===== src/rtl/sfq_pulse_logger.sv =====
// ============================================================================
// sfq_pulse_logger
// ----------------------------------------------------------------------------
// Capture stage for the toggle-encoded output of the DSFQ AND cell. Every
// level transition on q_in is one SFQ pulse. The line is synchronised and
// edge-detected, each detected pulse is stamped with a free-running cycle
// counter, and the stamps are buffered in a FIFO that is read out over a
// valid/ready port. Pulse and overflow statistics are kept alongside.
//
// Parameters:
//   TS_W   timestamp counter width (wraps modulo 2^TS_W)
//   DEPTH  FIFO entries, power of two, >= 2
//   CNT_W  width of the saturating statistics counters
//
// Ports:
//   clk        in   single clock, all state on the rising edge
//   rst        in   asynchronous active-high reset
//   q_in       in   toggle-encoded pulse line, asynchronous to clk
//   out_ready  in   consumer accepts the head entry
//   out_valid  out  FIFO non-empty (registered)
//   out_ts     out  head-entry timestamp, holds last-read value when empty
//   pulse_cnt  out  detected pulses, saturating, dropped pulses included
//   ovf        out  sticky, set when any pulse is dropped
//   drop_cnt   out  dropped pulses, saturating
//
// Build option:
//   SFQ_LOG_DROP_CNT_EN  when defined, drop_cnt is a live saturating counter;
//                        otherwise the counter is omitted and drop_cnt is 0.
// ============================================================================
module sfq_pulse_logger #(
   parameter int TS_W  = 16,
   parameter int DEPTH = 8,
   parameter int CNT_W = 8
) (
   input  logic             clk,
   input  logic             rst,
   input  logic             q_in,
   input  logic             out_ready,
   output logic             out_valid,
   output logic [TS_W-1:0]  out_ts,
   output logic [CNT_W-1:0] pulse_cnt,
   output logic             ovf,
   output logic [CNT_W-1:0] drop_cnt
);

   localparam int AW = $clog2(DEPTH);
   localparam int PW = AW + 1;

   typedef enum logic {
      ARM,
      RUN
   } state_e;

   // Synchroniser and edge-detect registers
   logic             syncS1_q;
   logic             syncS2_q;
   logic             prev_q;

   // Arming FSM
   state_e           state_q;
   logic [1:0]       armCnt_q;

   // Free-running timestamp
   logic [TS_W-1:0]  ts_q;

   // FIFO storage and pointers (extra MSB separates full from empty)
   logic [TS_W-1:0]  mem_q [DEPTH];
   logic [PW-1:0]    wrPtr_q;
   logic [PW-1:0]    wrPtr_d;
   logic [PW-1:0]    rdPtr_q;
   logic [PW-1:0]    rdPtr_d;

   // Registered outputs
   logic             outValid_q;
   logic             outValid_d;
   logic [TS_W-1:0]  outTs_q;
   logic [TS_W-1:0]  outTs_d;
   logic [CNT_W-1:0] pulseCnt_q;
   logic             ovf_q;

   // Per-cycle control
   logic             det;
   logic             pushReq;
   logic             fifoFull;
   logic             pop;
   logic             push;
   logic             drop;

   // Two-flop synchroniser followed by a delayed copy. A change between s2
   // and prev means exactly one toggle crossed the synchroniser this cycle.
   always_ff @(posedge clk or posedge rst) begin
      if (rst) begin
         syncS1_q <= 1'b0;
         syncS2_q <= 1'b0;
         prev_q   <= 1'b0;
      end else begin
         syncS1_q <= q_in;
         syncS2_q <= syncS1_q;
         prev_q   <= syncS2_q;
      end
   end

   // Arming FSM. The counter walks 0,1,2 and the third edge after reset
   // release moves to RUN; this masks the spurious transition seen when q_in
   // is already high at release. RUN is only left through reset.
   always_ff @(posedge clk or posedge rst) begin
      if (rst) begin
         state_q  <= ARM;
         armCnt_q <= 2'd0;
      end else begin
         case (state_q)
            ARM: begin
               if (armCnt_q == 2'd2) begin
                  state_q <= RUN;
               end else begin
                  armCnt_q <= armCnt_q + 2'd1;
               end
            end
            RUN: begin
               state_q <= RUN;
            end
            default: begin
               state_q  <= ARM;
               armCnt_q <= 2'd0;
            end
         endcase
      end
   end

   // Timestamp counter runs from reset, including while arming, and wraps
   // silently.
   always_ff @(posedge clk or posedge rst) begin
      if (rst) begin
         ts_q <= '0;
      end else begin
         ts_q <= ts_q + TS_W'(1);
      end
   end

   // Detection, FIFO status and the push/pop/drop decision. A pop frees a
   // slot in the same cycle, so a push into a full FIFO is accepted when the
   // consumer reads at the same edge.
   always_comb begin
      det      = syncS2_q ^ prev_q;
      pushReq  = det && (state_q == RUN);
      fifoFull = (wrPtr_q[AW] != rdPtr_q[AW]) &&
                 (wrPtr_q[AW-1:0] == rdPtr_q[AW-1:0]);
      pop      = outValid_q && out_ready;
      push     = pushReq && (!fifoFull || pop);
      drop     = pushReq && fifoFull && !pop;
   end

   // Next pointers and next registered head. There is no bypass, so the
   // outputs always describe the FIFO contents after the edge. When the new
   // head slot is the one being written this cycle, its value is the current
   // timestamp rather than the stale memory contents. When the FIFO ends up
   // empty, out_ts keeps the last value it showed.
   always_comb begin
      wrPtr_d    = wrPtr_q + (push ? PW'(1) : PW'(0));
      rdPtr_d    = rdPtr_q + (pop  ? PW'(1) : PW'(0));
      outValid_d = (wrPtr_d != rdPtr_d);
      outTs_d    = outTs_q;
      if (outValid_d) begin
         if (push && (wrPtr_q[AW-1:0] == rdPtr_d[AW-1:0])) begin
            outTs_d = ts_q;
         end else begin
            outTs_d = mem_q[rdPtr_d[AW-1:0]];
         end
      end
   end

   // FIFO storage carries no reset: contents are only observed through the
   // pointers, which are cleared.
   always_ff @(posedge clk) begin
      if (push) begin
         mem_q[wrPtr_q[AW-1:0]] <= ts_q;
      end
   end

   // Pointers and the registered read port
   always_ff @(posedge clk or posedge rst) begin
      if (rst) begin
         wrPtr_q    <= '0;
         rdPtr_q    <= '0;
         outValid_q <= 1'b0;
         outTs_q    <= '0;
      end else begin
         wrPtr_q    <= wrPtr_d;
         rdPtr_q    <= rdPtr_d;
         outValid_q <= outValid_d;
         outTs_q    <= outTs_d;
      end
   end

   // Statistics: every detected pulse in RUN counts, whether stored or not.
   // The overflow flag is sticky until reset.
   always_ff @(posedge clk or posedge rst) begin
      if (rst) begin
         pulseCnt_q <= '0;
         ovf_q      <= 1'b0;
      end else begin
         if (pushReq && (pulseCnt_q != {CNT_W{1'b1}})) begin
            pulseCnt_q <= pulseCnt_q + CNT_W'(1);
         end
         if (drop) begin
            ovf_q <= 1'b1;
         end
      end
   end

`ifdef SFQ_LOG_DROP_CNT_EN
   logic [CNT_W-1:0] dropCnt_q;

   // Saturating count of pulses lost to a full FIFO
   always_ff @(posedge clk or posedge rst) begin
      if (rst) begin
         dropCnt_q <= '0;
      end else if (drop && (dropCnt_q != {CNT_W{1'b1}})) begin
         dropCnt_q <= dropCnt_q + CNT_W'(1);
      end
   end

   assign drop_cnt = dropCnt_q;
`else
   assign drop_cnt = '0;
`endif

   assign out_valid = outValid_q;
   assign out_ts    = outTs_q;
   assign pulse_cnt = pulseCnt_q;
   assign ovf       = ovf_q;

endmodule


===== config.mk =====
export PLATFORM = sky130hd
export DESIGN_NAME = sfq_pulse_logger
export DESIGN_NICKNAME = d
export VERILOG_FILES = /design/src/rtl/sfq_pulse_logger.sv
export SDC_FILE = /design/constraint.sdc
export NUM_CORES = 1
export LEC_CHECK = 0
export ABC_AREA = 1
export BUFFER_PORTS_ARGS = -buffer_cell sky130_fd_sc_hd__buf_2
export CORE_ASPECT_RATIO = 1.2
export CORE_MARGIN = 2
export CORE_UTILIZATION = 65
export CTS_BUF_LIST = sky130_fd_sc_hd__clkbuf_16
export DETAILED_ROUTE_END_ITERATION = 16
export PLACE_DENSITY = 0.87
export SKIP_CTS_REPAIR_TIMING = 1
export SYNTH_ARGS = -nofsm -noshare
export SYNTH_HDL_FRONTEND = slang
export SYNTH_SLANG_ARGS = --single-unit

===== constraint.sdc =====
create_clock -name clk -period 6.2 [get_ports clk]
set_input_delay 0.62 -clock clk [delete_from_list [all_inputs] [get_ports clk]]
set_output_delay 0.62 -clock clk [all_outputs]
set_load 0.02 [all_outputs]

* After elaboration in Yosys (flattened, before gate mapping)
Memories as Yosys holds them, arrays and structs flattened. A register that Yosys moved wholly into a read port is not among the register bits.
Index checks and enable logic that the tools add are counted.
** Storage, ports and cells
- Bits in writable memories :: 128
- Bits of input ports :: 4
- Word-level logic and storage cells :: 42
- Register bits :: 40
- Memories :: 1
- Output and inout port bits :: 34
** Operators by class
- Mux-type cells :: 6
- Bitwise operators :: 3
- $add $sub $neg :: 5
- Reductions and logical operators :: 11
- Equality and inequality tests :: 5
** Memories
- mem_q :: words 8, bits a word 16, read ports 1, clocked after Yosys merged registers in 1, wr ports 1, line 67 : logic [TS_W-1:0] mem_q [DEPTH];
** Operator list (number)
- $add A16 B1 Y16 const B :: 1
- $add A4 B1 Y4 :: 2
- $add A8 B1 Y8 const B :: 1
- $ne A8 B8 Y1 const B :: 1
- $logic_and A1 B1 Y1 :: 7
- $mux W1 :: 5
- $ne A4 B4 Y1 :: 1
- $eq A3 B3 Y1 :: 1
- $add A2 B1 Y2 const B :: 1
- $eq A2 B2 Y1 const B :: 1
- $logic_not A1 Y1 :: 2
- $not A1 Y1 :: 2
- $pmux W1 S2 :: 1
- $reduce_and A2 Y1 :: 1
- $logic_or A1 B1 Y1 :: 1
- $ne A1 B1 Y1 :: 1
- $xor A1 B1 Y1 :: 1

* Logic depth before layout (Yosys ltp)
- Word-level depth :: 8
- Mapped depth :: 17
- Mapped depth without buffers :: 15

* Worst setup path after synthesis
No wires, ideal clock.
- Path kind :: input to register
- Start point :: input out_ready
- End point :: register outTs_q[0] (netlist: out_ts[0]) (read register of mem_q)
- Buffers on the path :: 1
- Path slack :: 3.848 ns
- Setup time :: 0.117 ns
- Data arrival time :: 2.235 ns
- Cell stages on the path :: 13
- Required time :: 6.083 ns
- Cell sequence :: nand2_1 > nand3_1 > nor2_1 > a21oi_2 > ha_1 > ha_1 > xnor2_1 > nand3_1 > nor2_4 > nand2_8 > buf_6 > nand3_1 > nand2_1
** On the way
- Cells in the longest elaborated chain, start to end :: 6
- Elaborated cells on any way between the ends :: 8
- Those cells by class :: 2 x add/sub; 1 x eq/ne; 2 x mux; 3 x reduce/logical
** Ends and longest elaborated chain
- from (decl) :: line 38 : input logic out_ready,
- $logic_and A1 B1 Y1 :: line 148 : pop = outValid_q && out_ready;
- $logic_or A1 B1 Y1 :: line 149 : push = pushReq && (!fifoFull || pop);
- $logic_and A1 B1 Y1 :: line 149
- $mux W1 :: line 159 : wrPtr_d = wrPtr_q + (push ? PW'(1) : PW'(0));
- $add A4 B1 Y4 :: line 159
- net wrPtr_d[1] :: line 69 : logic [PW-1:0] wrPtr_d;
- $ne A4 B4 Y1 :: line 161 : outValid_d = (wrPtr_d != rdPtr_d);
- net outValid_d :: line 75 : logic outValid_d;
- to (decl) :: line 76 : logic [TS_W-1:0] outTs_q;
The timed path passes the listed nets, and every way through them passes these cells.
A chain may end at the register's enable or synchronous reset.

* Worst setup path after layout
- Start point :: register outValid_q (netlist: out_valid)
- End point :: register outTs_q[0] (netlist: out_ts[0]) (read register of mem_q)
** On the way
- Elaborated cells on any way between the ends :: 8
- Those cells by class :: 2 x add/sub; 1 x eq/ne; 2 x mux; 3 x reduce/logical
** RTL lines
- from (decl) :: line 74 : logic outValid_q;
- from (signal assigned) :: line 190 : outValid_q <= outValid_d;
- $logic_and A1 B1 Y1 (*) :: line 148
- $mux W1 (*) :: line 160 : rdPtr_d = rdPtr_q + (pop ? PW'(1) : PW'(0));
- $add A4 B1 Y4 (*) :: line 160
- net rdPtr_d[0] :: line 71 : logic [PW-1:0] rdPtr_d;
- $ne A4 B4 Y1 :: line 161
Mark *: on every way through the listed nets, which the timed path passes. The rest lies on a longest branch.

==> results.md <==
- Chip Width: 105.7 um
- Max-capacitance violation count: 0
- Iter 0 DRT Violations: 643
- Cell taking the most area after synthesis: edfxtp_1
- WHS Path Cells: 1
- Drt first pass iters: 5
- Final core occ: 73.24%
- Vias in the first global route: 5604
- Pin slew with the least headroom to its limit: 1065 ps
- Max Buffers Root-to-Sink: 2
- Post-synthesis sequential area ratio: 64.96%
- Layout Area Growth over Synthesis: 9.871%
- Combinational Power Share: 44.6%
- Clk pwr share: 20.4%
- Worst-path fanout max: 68
- ANT cells: 0
- Fin crit share: 55.24%
- Most used flip-flop cell after synthesis: edfxtp_1
- Io pins: 38
- Met2 Use GR: 47.55%
- Most used routing layer: met2
- NetSw: 2.174 mW
- P_leak: 3.776 nW
- Worst-skew pair later-pin latency: 440 ps
- FF/Latch Area: 0.005245 sq mm
- Critical path required time: 6570 ps
- Largest family of logic cells by synthesized area: simple AND/OR/NAND/NOR gates
- RSZ-0062 raised after global routing: no
- Met3 Use GR: 5.797%
- Dpl hpwl: 10560 um
- Unique masters post-synth: 33
- Sw Share: 43.24%
- Final Wtd Congestion: 0.8435
- Synth Area in Adders: 1.085%
- Layout cell share with drive strength beyond 1: 13.25%
- Fillers: 732
- Clock sinks: 184
- Initial core utilization: 66.66%
- Final ANT Viol Nets: 0
- Final hold slack: 298.0 ps
- Compound-cell area share of the yosys netlist: 1.999%
- Num rows: 44
- Fmax: 292.0 MHz
- EDFF count, synth: 128
- Residual DRC: 0
- CTS Buf Count: 17
- Mux cell area share after synthesis: 0%
- Total core area: 0.01211 sq mm
- CTS tree: done
- Met1 usage: 36.03%
- Post-DP Area: 0.008304 sq mm
- IO buf count: 29
- Slew margin rel.: 28.71%
- First-pass GRT wire length: 28620 um
- Die Ht: 126.1 um
- Root Buffer: clkbuf_16
- Die ar.: 0.01333 sq mm
- Drt total wl: 17830 um
- Hold violation count in the final report: 0
- Avg Cell Area, Syn: 10.64 sq um
- #FFs+latches synth: 184
- Worst Hold Class: in2reg
- Ys Warns: 0
- Antenna violations before repair: 0
- H-Tree Depth: 4
- Avg Vias per Cell: 5.928
- CP Capture Type: register
- Yosys top cell area share: 47.61%
- Grt total ovfl: 0
- Reg2reg path depth: 14
- Total number of vias: 5697
- Simple-Gate Fraction of Synth Area: 22.92%
- Critical path startpoint category: register
- Xor and xnor area share after synthesis: 3.549%
- Pin count of the biggest net entering global routing: 69
- Pwr dens: 566.8 mW/mm^2
- Final Slew Violations: 0
- Most frequent cell after synthesis: nand2_1
- Async SR Flop Fraction: 30.43%
- WL per Instance: 18.56 um
- Sequential share of power: 35.1%
- P_int: 2.854 mW
- Arr. time, crit path: 3800 ps
- Footprint of the multi-input gates: 0.002426 sq mm
- Mapped Area: 0.008074 sq mm
- Final setup fails: 0
- Most common library cells after synthesis: nand2_1, edfxtp_1, nand3_1
- Final instance area: 0.008871 sq mm
- Total Routing Usage GR: 28.48%
- Top cells by area, synth: edfxtp_1, dfrtp_1, nand2_1, nand3_1, xor2_1
- Total Nets Final: 798
- VDD IR max: 543.1 uV
- Worst Clk Skew: 14.40 ps
- Mapped Cells: 759
- TNS Setup: 0 ps
- Clock transition at path regs: 70 ps
- Crit path kind: reg2reg
- Outcome: completed
- Final Critical Period: 3425 ps
[sequential cells by signal (all words and copies together) (netlist names), 2 cells and up]
register	count
armCnt_q	2
mem_q	128
out_ts	16
pulse_cnt	8
rdPtr_q	4
ts_q	16
wrPtr_q	4
[power groups by stage]
stage | logic (mW) | clock network (mW) | registers (mW)
floorplan | 1.57 | 0 | 1.83
global placement | 2.04 | 0 | 1.77
detailed placement | 2.16 | 0 | 1.77
CTS | 2.21 | 1.02 | 1.76
global route | 2.48 | 1.06 | 1.79
finish | 2.24 | 1.02 | 1.76
[worst max-delay path, cell delays in order (launching register included)]
cell and delay [ps]:
dfrtp_1 370, nand2_1 90, inv_1 50, ha_2 250
buf_4 340, inv_1 320, buf_4 570, nand2_1 140
nand2_1 100, nand2_1 100, nor2_4 380, nand3_4 260
nand2_1 170, nand3_1 110, nand2_1 80
[through the flow]
step                      total power [mW]  setup slack [ps]  cells
final                                5.028              2775    961
after global routing                 5.338              2527    961
after CTS                            4.996              2839    961
after detailed placement             3.939              2641    929
after global placement               3.810              2772    929
after floorplan                      3.402              3848    766
[layer usage]
| metal | vias up | share of wire (%) |
|---|---|---|
| li1 | 2556 | - |
| met2 | 361 | 51 |
| met5 | - | 0 |
| met4 | 0 | 3.1 |
| met3 | 58 | 8.5 |
| met1 | 2722 | 37 |
[layout make-up]
class | instances | share of cell area, %
clock buffers | 19 | 5.360
inverters | 49 | 2.130
repair buffers | 42 | 2.736
clock inverters | 13 | 1.030
multi-input cells | 493 | 27.35
well taps | 161 | 2.271
flip-flops and latches | 184 | 59.13
[cells by family (layout without fill, tap and decap cells)]
logic type | after synthesis | in the layout
AND/OR/NAND/NOR | 421 | 421
flip-flops | 184 | 184
buffers and inverters | 89 | 123
XOR/XNOR | 31 | 31
AO/OA/AOI/OAI | 26 | 26
adder cells (fa/ha/maj) | 7 | 7
other | 1 | 8
[cell usage in the layout (no fill, tap or decap)]
| cell type | Yosys | routed |
|---|---|---|
| a21oi_2 | 1 | 1 |
| buf_2 | 22 | 29 |
| buf_4 | 9 | 13 |
| clkbuf_16 | 0 | 19 |
| clkinv_2 | 0 | 1 |
| clkinv_4 | 0 | 4 |
| clkinvlp_4 | 0 | 1 |
| conb_1 | 1 | 8 |
| dfrtp_1 | 56 | 56 |
| edfxtp_1 | 128 | 128 |
| ha_1 | 7 | 6 |
| ha_2 | 0 | 1 |
| inv_1 | 42 | 43 |
| inv_2 | 6 | 7 |
| inv_4 | 0 | 3 |
| inv_6 | 1 | 3 |
| nand2_1 | 270 | 270 |
| nand2_2 | 13 | 13 |
| nand2_4 | 1 | 1 |
| nand2_8 | 1 | 1 |
| nand3_1 | 79 | 79 |
| nand3_4 | 1 | 1 |
| nand4_1 | 22 | 22 |
| nor2_1 | 22 | 22 |
| nor2_2 | 1 | 1 |
| nor2_4 | 3 | 3 |
| nor3_1 | 7 | 7 |
| nor3_4 | 1 | 1 |
| o21a_1 | 10 | 10 |
| o21ai_0 | 14 | 14 |
| o21bai_1 | 1 | 1 |
| xnor2_1 | 10 | 9 |
| xnor2_2 | 1 | 2 |
| xor2_1 | 19 | 19 |
| xor2_2 | 1 | 1 |
[path summary, 6_finish.rpt]
| kind | startpoint | to | slack (ps) |
|---|---|---|---|
| min reg2reg | syncS1_q | syncS2_q | 360 |
| max | out_valid | out_ts[0] | 2780 |
| min | q_in | syncS1_q | 300 |
| min in group asynchronous | rst | armCnt_q[0] | 360 |
| max reg2reg | out_valid | out_ts[0] | 2780 |
| max in group asynchronous | rst | pulse_cnt[5] | 5350 |
Power figures use the tool's default switching activity.
